--- config.mk ---
export PLATFORM = sky130hd
export DESIGN_NAME = acc_drain
export DESIGN_NICKNAME = d
export VERILOG_FILES = /design/src/rtl/acc_drain_pkg.sv /design/src/rtl/acc_drain_fifo.sv /design/src/rtl/acc_drain.sv
export SDC_FILE = /design/constraint.sdc
export NUM_CORES = 1
export LEC_CHECK = 0
export BUFFER_PORTS_ARGS = -buffer_cell sky130_fd_sc_hd__buf_2
export CAP_MARGIN = 20
export CORE_MARGIN = 4
export CORE_UTILIZATION = 60
export DETAILED_ROUTE_END_ITERATION = 12
export PLACE_DENSITY = 0.83
export SLEW_MARGIN = 10
export SYNTH_ARGS = -nofsm -noshare
export SYNTH_HDL_FRONTEND = slang
export SYNTH_SLANG_ARGS = --single-unit
--- constraint.sdc ---
create_clock -name clk -period 6.1 [get_ports clk]
set_clock_uncertainty 0.15 [all_clocks]
set_input_delay 0.915 -clock clk [delete_from_list [all_inputs] [get_ports clk]]
set_output_delay 0.915 -clock clk [all_outputs]
set_load 0.02 [all_outputs]
--- src/rtl/acc_drain_pkg.sv ---
// acc_drain shared types and helpers.
// Round/saturate math and FIFO sizing.
package acc_drain_pkg;

  typedef enum logic [0:0] {
    IDLE  = 1'b0,
    ACCUM = 1'b1
  } state_e;

  typedef struct packed {
    logic        sat;
    logic [63:0] val;
  } rs_t;

  function automatic int ptr_w(input int depth);
    return (depth > 1) ? $clog2(depth) : 1;
  endfunction

  // v carries a w-bit signed value in its low bits; 64-bit math
  // cannot overflow for w < 64.
  function automatic rs_t round_sat(
    input logic [63:0] v,
    input int          w,
    input int          ow,
    input int          sh
  );
    logic signed [63:0] x;
    logic signed [63:0] mx;
    logic signed [63:0] mn;
    rs_t                r;
    x = $signed(v << (64 - w)) >>> (64 - w);
    if (sh > 0) begin
      x = (x + (64'sd1 <<< (sh - 1))) >>> sh;
    end
    mx = (64'sd1 <<< (ow - 1)) - 64'sd1;
    mn = -(64'sd1 <<< (ow - 1));
    r.sat = 1'b0;
    r.val = x;
    if (x > mx) begin
      r.sat = 1'b1;
      r.val = mx;
    end else if (x < mn) begin
      r.sat = 1'b1;
      r.val = mn;
    end
    return r;
  endfunction

endpackage

--- src/rtl/acc_drain_fifo.sv ---
// Small synchronous FIFO for acc_drain results.
// Head word is zero while empty.
module acc_drain_fifo
  import acc_drain_pkg::*;
#(
  parameter  int DW    = 17,
  parameter  int DEPTH = 4,
  localparam int PW    = ptr_w(DEPTH)
) (
  input  logic          clk,
  input  logic          reset,
  input  logic          push,
  input  logic [DW-1:0] din,
  input  logic          pop,
  output logic [DW-1:0] dout,
  output logic          empty,
  output logic          full,
  output logic [PW:0]   count
);

  localparam logic [PW-1:0] P1 = PW'(1);
  localparam logic [PW:0]   C1 = (PW + 1)'(1);
  localparam logic [PW:0]   CD = (PW + 1)'(DEPTH);

  logic [DW-1:0] mem [DEPTH];
  logic [PW-1:0] wr_ptr;
  logic [PW-1:0] rd_ptr;
  logic          wr;
  logic          rd;

  assign empty = (count == '0);
  assign full  = (count == CD);
  assign rd    = pop & ~empty;
  assign wr    = push & (~full | rd);
  assign dout  = empty ? '0 : mem[rd_ptr];

  always_ff @(posedge clk) begin
    if (wr) begin
      mem[wr_ptr] <= din;
    end
  end

  always_ff @(posedge clk or negedge reset) begin
    if (!reset) begin
      wr_ptr <= '0;
      rd_ptr <= '0;
      count  <= '0;
    end else begin
      if (wr) begin
        wr_ptr <= wr_ptr + P1;
      end
      if (rd) begin
        rd_ptr <= rd_ptr + P1;
      end
      unique case ({wr, rd})
        2'b10:   count <= count + C1;
        2'b01:   count <= count - C1;
        default: count <= count;
      endcase
    end
  end

endmodule

--- src/rtl/acc_drain.sv ---
// Window sequencer and output stage behind a
// feedback accumulator; results drain via valid/ready.
module acc_drain
  import acc_drain_pkg::*;
#(
  parameter int WIDTH      = 32,
  parameter int OUT_WIDTH  = 16,
  parameter int SHIFT      = 8,
  parameter int LEN_W      = 8,
  parameter int FIFO_DEPTH = 4
) (
  input  logic                 clk,
  input  logic                 reset,
  input  logic [LEN_W-1:0]     cfg_len,
  input  logic                 in_valid,
  output logic                 in_ready,
  output logic                 Res_en,
  output logic                 Res_mode,
  input  logic [WIDTH-1:0]     Res_cascade,
  output logic [OUT_WIDTH-1:0] out_data,
  output logic                 out_sat,
  output logic                 out_valid,
  input  logic                 out_ready,
  output logic                 busy
);

  localparam int PW = ptr_w(FIFO_DEPTH);
  localparam int DW = OUT_WIDTH + 1;
  localparam logic [LEN_W-1:0] L1 = LEN_W'(1);

  state_e           state;
  logic [LEN_W-1:0] len_q;
  logic [LEN_W-1:0] cnt;
  logic [LEN_W-1:0] len_in;
  logic             pending;
  logic             accept;
  logic             win_end;

  logic [PW:0]      f_cnt;
  logic [PW+1:0]    credit;
  logic             f_empty;
  logic             full_unused;
  logic             f_pop;
  logic [DW-1:0]    f_din;
  logic [DW-1:0]    f_dout;
  rs_t              rs;
  logic             rs_unused;

  // Pending capture holds a credit so the FIFO never overflows.
  assign credit   = {1'b0, f_cnt} + (PW + 2)'(pending);
  assign in_ready = credit < (PW + 2)'(FIFO_DEPTH);
  assign accept   = in_valid & in_ready;
  assign Res_en   = accept;
  assign Res_mode = (state == ACCUM);
  assign busy     = (state == ACCUM) | pending;
  assign len_in   = (cfg_len == '0) ? L1 : cfg_len;

  always_comb begin
    win_end = 1'b0;
    unique case (1'b1)
      (state == IDLE):  win_end = accept && (len_in == L1);
      (state == ACCUM): win_end = accept && (cnt == len_q - L1);
      default:          win_end = 1'b0;
    endcase
  end

  always_ff @(posedge clk or negedge reset) begin
    if (!reset) begin
      state   <= IDLE;
      len_q   <= '0;
      cnt     <= '0;
      pending <= 1'b0;
    end else begin
      pending <= win_end;
      if (accept) begin
        unique case (1'b1)
          (state == IDLE): begin
            len_q <= len_in;
            cnt   <= L1;
            if (!win_end) begin
              state <= ACCUM;
            end
          end
          (state == ACCUM): begin
            cnt <= cnt + L1;
            if (win_end) begin
              state <= IDLE;
            end
          end
          default: state <= IDLE;
        endcase
      end
    end
  end

  // Res_cascade holds the final sum during the pending cycle.
  assign rs        = round_sat(64'(Res_cascade), WIDTH, OUT_WIDTH, SHIFT);
  assign rs_unused = ^rs.val[63:OUT_WIDTH];
  assign f_din     = {rs.sat, rs.val[OUT_WIDTH-1:0]};
  assign f_pop     = ~f_empty & out_ready;

  acc_drain_fifo #(
    .DW    (DW),
    .DEPTH (FIFO_DEPTH)
  ) u_fifo (
    .clk   (clk),
    .reset (reset),
    .push  (pending),
    .din   (f_din),
    .pop   (f_pop),
    .dout  (f_dout),
    .empty (f_empty),
    .full  (full_unused),
    .count (f_cnt)
  );

  assign out_valid = ~f_empty;
  assign out_sat   = f_dout[OUT_WIDTH];
  assign out_data  = f_dout[OUT_WIDTH-1:0];

endmodule

* Word level (Yosys, flattened, before mapping) *
Memory sizes are Yosys's and may differ from the RTL's.
Cells that the tools add are included.

storage, ports and cells
  latch bits = 0
  register bits after elaboration = 25
  memories = 1
  bits in writable memories = 68
  memory bits (read-only) = 0

memories
  name        words  bits a word  read ports  clocked after Yosys merged registers in  wr ports  RTL line              source
  u_fifo.mem  4      17           1           0                                        1         acc_drain_fifo.sv:25  logic [DW-1:0] mem [DEPTH];

operators by class
  bitwise logic cells = 9
  multipliers = 0
  add/subtract/negate cells = 8
  reduce and logical (&&, ||, !) cells = 6
  divide/modulo/power cells = 0
  eq/ne operators = 5
  shift-type cells = 0
  magnitude comparators = 3
  multiplexer cells = 10

operators by type and width
  operator                                                         count
  2-to-1 mux 65 bit                                                2
  adder 32 x 9 -> 33 bit, second input constant                    1
  greater-than comparator 25 x 16 -> 1 bit, second input constant  1
  < comparator 25 x 16 -> 1 bit, second input constant             1
  2-to-1 mux 17 bit                                                1
  case mux 8 bit (2 select lines)                                  1
  adder 8 x 1 -> 8 bit, second input constant                      1
  equality test 8 x 1 -> 1 bit, second input constant              1
  equality test 8 bit                                              1
  logical NOT 8 bit                                                1
  2-to-1 mux 8 bit                                                 1
  subtractor 8 x 1 -> 8 bit, second input constant                 1
  case mux 3 bit (2 select lines)                                  1
  adder 2 x 1 -> 2 bit, second input constant                      2
  adder 3 x 1 -> 4 bit                                             1
  bitwise AND 1 bit                                                4
  < comparator 4 x 3 -> 1 bit, second input constant               1
  adder 3 x 1 -> 3 bit, second input constant                      1
  equality test 3 bit, second input constant                       1
  logical NOT 3 bit                                                1
  2-to-1 mux 1 bit                                                 3
  inverter 1 bit                                                   3
  subtractor 3 x 1 -> 3 bit, second input constant                 1
  equality test 2 x 1 -> 1 bit, second input constant              1
  6 further kinds                                                  8

* Logic depth before layout (Yosys ltp) *
  depth after elaboration = 8
  mapped depth = 10
  mapped depth without buffers = 9

* By module *
From an unflattened synthesis, not the netlist that was laid out.

unflattened totals
  cells, all modules = 372
  area total of the unflattened synthesis = 4,778.3 sq um

modules (own cells, without submodules)
  module          times used  cells an instance  area an instance (sq um)
  acc_drain_fifo  1           147                3,025.4
  acc_drain       1           225                1,752.9

* Worst setup path before layout *
No wires, ideal clock.

  kind = in2reg
  start = in Res_cascade[7]
  end = mem u_fifo.mem[0][7], data pin
  cell stages on the path = 8
  setup time = 0.270 ns
  setup slack = 3.069 ns
  path buffers = 1
  arrival = 2.611 ns
  path through = ha_1 nand3_1 nor2_1 o2111a_1 o22ai_1 nor4b_4 buf_6 a21oi_1

RTL lines
  element             RTL line              source
  start: declaration  acc_drain.sv:19       input logic [WIDTH-1:0] Res_cascade,
  end: declaration    acc_drain_fifo.sv:25

==> results summary <==
The final antenna diode count is 0. The post-cts repair resize count came out at 0. Global routing used a little over a fifth of the available tracks.

After detailed routing, the total wire length is between 9 and 10 mm. The most frequently used flop master after synthesis is edfxtp_1. The final critical-path required period came out at between 3 and 4 ns.

Counting every instance in the synthesized netlist gives a little under 400. The routability-driven placement congestion ratio is between 0.8 and 0.9. The count of non-filler cells in the finished layout came out at 552.

The worst setup path is launched from an input pin. The combinational fraction of design power came out at 36.8%. The flip-flop and latch count after synthesis came out at 93. The maximum level of the CTS H-tree is 3. Power spread over the standard cell area amounts to just under 400 nW/um2. The iteration count of the initial detailed-routing pass came out at 4. The floorplan row count is 32. The count of endpoints failing hold in the final timing report is 0. The number of flops mapped to enable cells by yosys came out at 68. The net switching fraction of the power is roughly a third.

The proportion of synthesized chip area in sequential cells is 54.76%. The final routed DRC violation total is 0. The proportion of layout cells with a drive suffix above 1 is between 20% and 30%.

The number of global-route vias before repair came out at ~3,300. The accumulated negative setup slack is 0 ns. The data arrival time of the critical path came out at roughly 3.5 ns. The start of the worst register-to-register path is u_fifo.count[0]$_DFFE_PN0P_. The count of port buffers added during placement is just under 60. The number of nets in the layout is just under 500. The worst setup path category is input pin to flop. The fmax came out at ~280 MHz. Setup repair after global routing left no endpoint under its margin.

The initial standard-cell utilization of the core came out at between 60% and 70%. The final design area excluding fillers is between 5000 and 6000 um2. The part of the power in the clock network came out at a little under a quarter. The remaining global-route overflow is 0. The number of buffers created by CTS came out at 9. After synthesis, the netlist uses 52 different library cells. Max-cap violations in this run came to 0. The routed wire length per instance is ~17 um. The buffer depth of the longest clock path is 2. CTS saw 93 sinks. The internal power of the cells totals about 1.4 mW. The number of warnings issued by yosys is 0.

The proportion of power drawn by flip-flops and latches came out at 40.5%. Setup violations remaining at the end of the flow were counted as 0. The mean instance size in the synthesized netlist came out at between 10 and 15 um2.

The remaining antenna violation count after routing is 0. The portion of the clock cycle consumed by the worst path in the final layout came out at 59.38%. The transition time at the pin with the least slew margin is about 0.9 ns. After detailed placement, the total cell area comes to around 5200 um2.

The maximum resistive drop on vdd is ~0.16 mV. The tree is rooted in a clkbuf_8. For this design the static power due to leakage is 2.050 nW. The number of setup buffers added after CTS is 0. The worst slew margin relative to its limit came out at 40.69%.

The number of antenna violations at the first check in global routing is 0. The HPWL after detailed placement is between 6 and 7 mm. The count of hold-fix buffers inserted at cts is 0. In this run the cell area of the synthesized design comes to 4871 um2.

The area of the die is roughly 9600 um2. The reported net switching power is about 740 uW. From synthesis to final layout, the design area changed by 12.30%. The die is slightly below 100 um wide.

The run finished with clean final reports. The pin count of the biggest net entering global routing is 26. The worst setup path is captured at a flop.

Dividing the detail-routed via count by the number of cells gives about 5.8. The clock reaches the later pin of the worst-skew pair after around 0.35 ns. Clock-pin slew was measured on the worst setup and hold paths at ~0.09 ns. The required arrival time at the worst endpoint is about 6.0 ns. After the first detailed-routing iteration, the DRC count stood at ~130. Including well taps, the total number of placed cells is 535. The total via count after detailed routing is approximately 3,200.

Measured along the y axis, the die boundary spans between 90 and 100 um. The final count of pins violating max slew came out at 0. The share of flip-flops with an asynchronous set or reset after synthesis is 26.88%. The net count of the mapped netlist came out at about 440. The number of placed I/O pins is 66. The first-pass GRT wire length is roughly 16 mm. The critical-path maximum fanout is 16. Tracing the worst setup path back leads to its startpoint at Res_cascade[7]. TritonCTS built the clock tree. The worst hold path class is input pin to asynchronous set/reset pin. The floorplan step defined a core boundary enclosing 7807 um2.
## registers in the layout (all words and copies together), names as in the netlist
signal / cells
u_fifo.mem: 68
cnt: 8
len_q: 8
u_fifo.count: 3
u_fifo.rd_ptr: 2
u_fifo.wr_ptr: 2
Res_mode: 1
pending: 1
## through the flow
step / util, % / hold slack [ns] / total power, mW / setup WS [ns]
finish: 70.06 / 0.3836 / 2.122 / 2.478
global route: 70.06 / 0.4177 / 2.259 / 2.222
CTS: 69.97 / 0.3923 / 2.139 / 2.486
detailed placement: 66.89 / 0.3793 / 1.661 / 2.111
global placement: 66.89 / 0.3759 / 1.627 / 2.190
floorplan: - / 0.3416 / 1.436 / 3.069
## synthesized netlist by cell type (5+ instances only)
| master | instances | share of area [%] |
|---|---|---|
| a21oi_1 | 33 | 3.4 |
| xnor2_1 | 28 | 5.0 |
| dfrtp_1 | 25 | 13 |
| inv_1 | 13 | 1.0 |
| ha_1 | 7 | 1.8 |
| a31oi_1 | 5 | 0.64 |
| nor2_1 | 20 | 1.5 |
| nor3_1 | 6 | 0.62 |
| nand2_1 | 24 | 1.8 |
| and2_1 | 22 | 2.8 |
| xor2_1 | 23 | 4.1 |
| o21ai_0 | 12 | 1.2 |
| nand3_1 | 17 | 1.7 |
| mux4_2 | 17 | 7.9 |
| mux2_2 | 7 | 1.6 |
| clkbuf_1 | 9 | 0.69 |
| edfxtp_1 | 68 | 42 |
## cell usage in the layout (no fill, tap or decap), types with 3 or more instances in the layout
cell,instances
nor2_1,20
clkinvlp_4,3
a21oi_1,33
nand4_1,4
and2_1,22
mux2_2,7
nor3_1,6
dfrtp_1,25
o21ai_0,12
inv_1,13
buf_2,58
nand2_1,24
ha_1,7
edfxtp_1,68
bufinv_16,3
mux4_2,17
a31oi_1,5
nor4_1,4
xnor2_1,28
and3_1,3
nand3_1,17
clkbuf_8,9
xor2_1,23
## final timing paths
path                                                     to  slack [ns]  cells past startpoint
min in group clk                         cnt[6]$_DFFE_PN0P_        0.39                      1
worst min-delay path            u_fifo.count[2]$_DFFE_PN0P_        0.38                      1
worst max register to register  u_fifo.count[1]$_DFFE_PN0P_        3.42                      8
max in group asynchronous              len_q[7]$_DFFE_PN0P_        5.05                      1
worst max-delay path             u_fifo.mem[0][0]$_DFFE_PP_        2.48                      8
worst min register to register           cnt[6]$_DFFE_PN0P_        0.39                      1
## power by group through the flow
| stage | Sequential [mW] | Combinational [mW] | Clock, mW |
|---|---|---|---|
| 6_report | 0.860 | 0.780 | 0.482 |
| 5_1_grt | 0.875 | 0.868 | 0.516 |
| 4_1_cts | 0.860 | 0.791 | 0.489 |
| 3_5_place_dp | 0.874 | 0.787 | 0 |
| 3_3_place_gp | 0.868 | 0.759 | 0 |
| 2_1_floorplan | 0.822 | 0.613 | 0 |
## kinds of logic (layout without fill, tap and decap cells)
| kind of cell | Yosys count | in the layout | synth area share, % |
|---|---|---|---|
| simple gates | 115 | 115 | 13.15 |
| mux | 24 | 24 | 9.479 |
| compound gates | 69 | 69 | 8.631 |
| flops | 93 | 93 | 54.76 |
| buf+inv | 30 | 90 | 2.594 |
| fa+ha+maj | 8 | 8 | 2.209 |
| xor+xnor | 51 | 51 | 9.170 |
## cell type report
| class | instances | area (um2) |
|---|---|---|
| clock buffer | 10 | 127.6 |
| timing repair buffer | 60 | 305.3 |
| multi-input combinational | 267 | 2077 |
| clock inverter | 6 | 112.6 |
| tap | 102 | 127.6 |
| inverter | 14 | 52.55 |
| fill | 565 | 2337 |
| sequential | 93 | 2668 |
## metal layers
layer | vias up | GRT usage [%] | share of wire, %
li1 | 1551 | - | -
met1 | 1533 | 27.76 | 41
met2 | 118 | 36.65 | 51
met3 | 20 | 3.357 | 6.0
met4 | 0 | 7.987 | 2.3
met5 | - | 0 | 0
## worst max-delay path, cell delays in order
cell and delay, ns:
buf_2 0.10, ha_1 0.21, nand3_1 0.31, nor2_1 0.51
o2111a_1 0.27, o22ai_1 0.10, nor4b_4 0.74, o21ai_0 0.33
No activity file was read; power rests on OpenSTA's default activity.
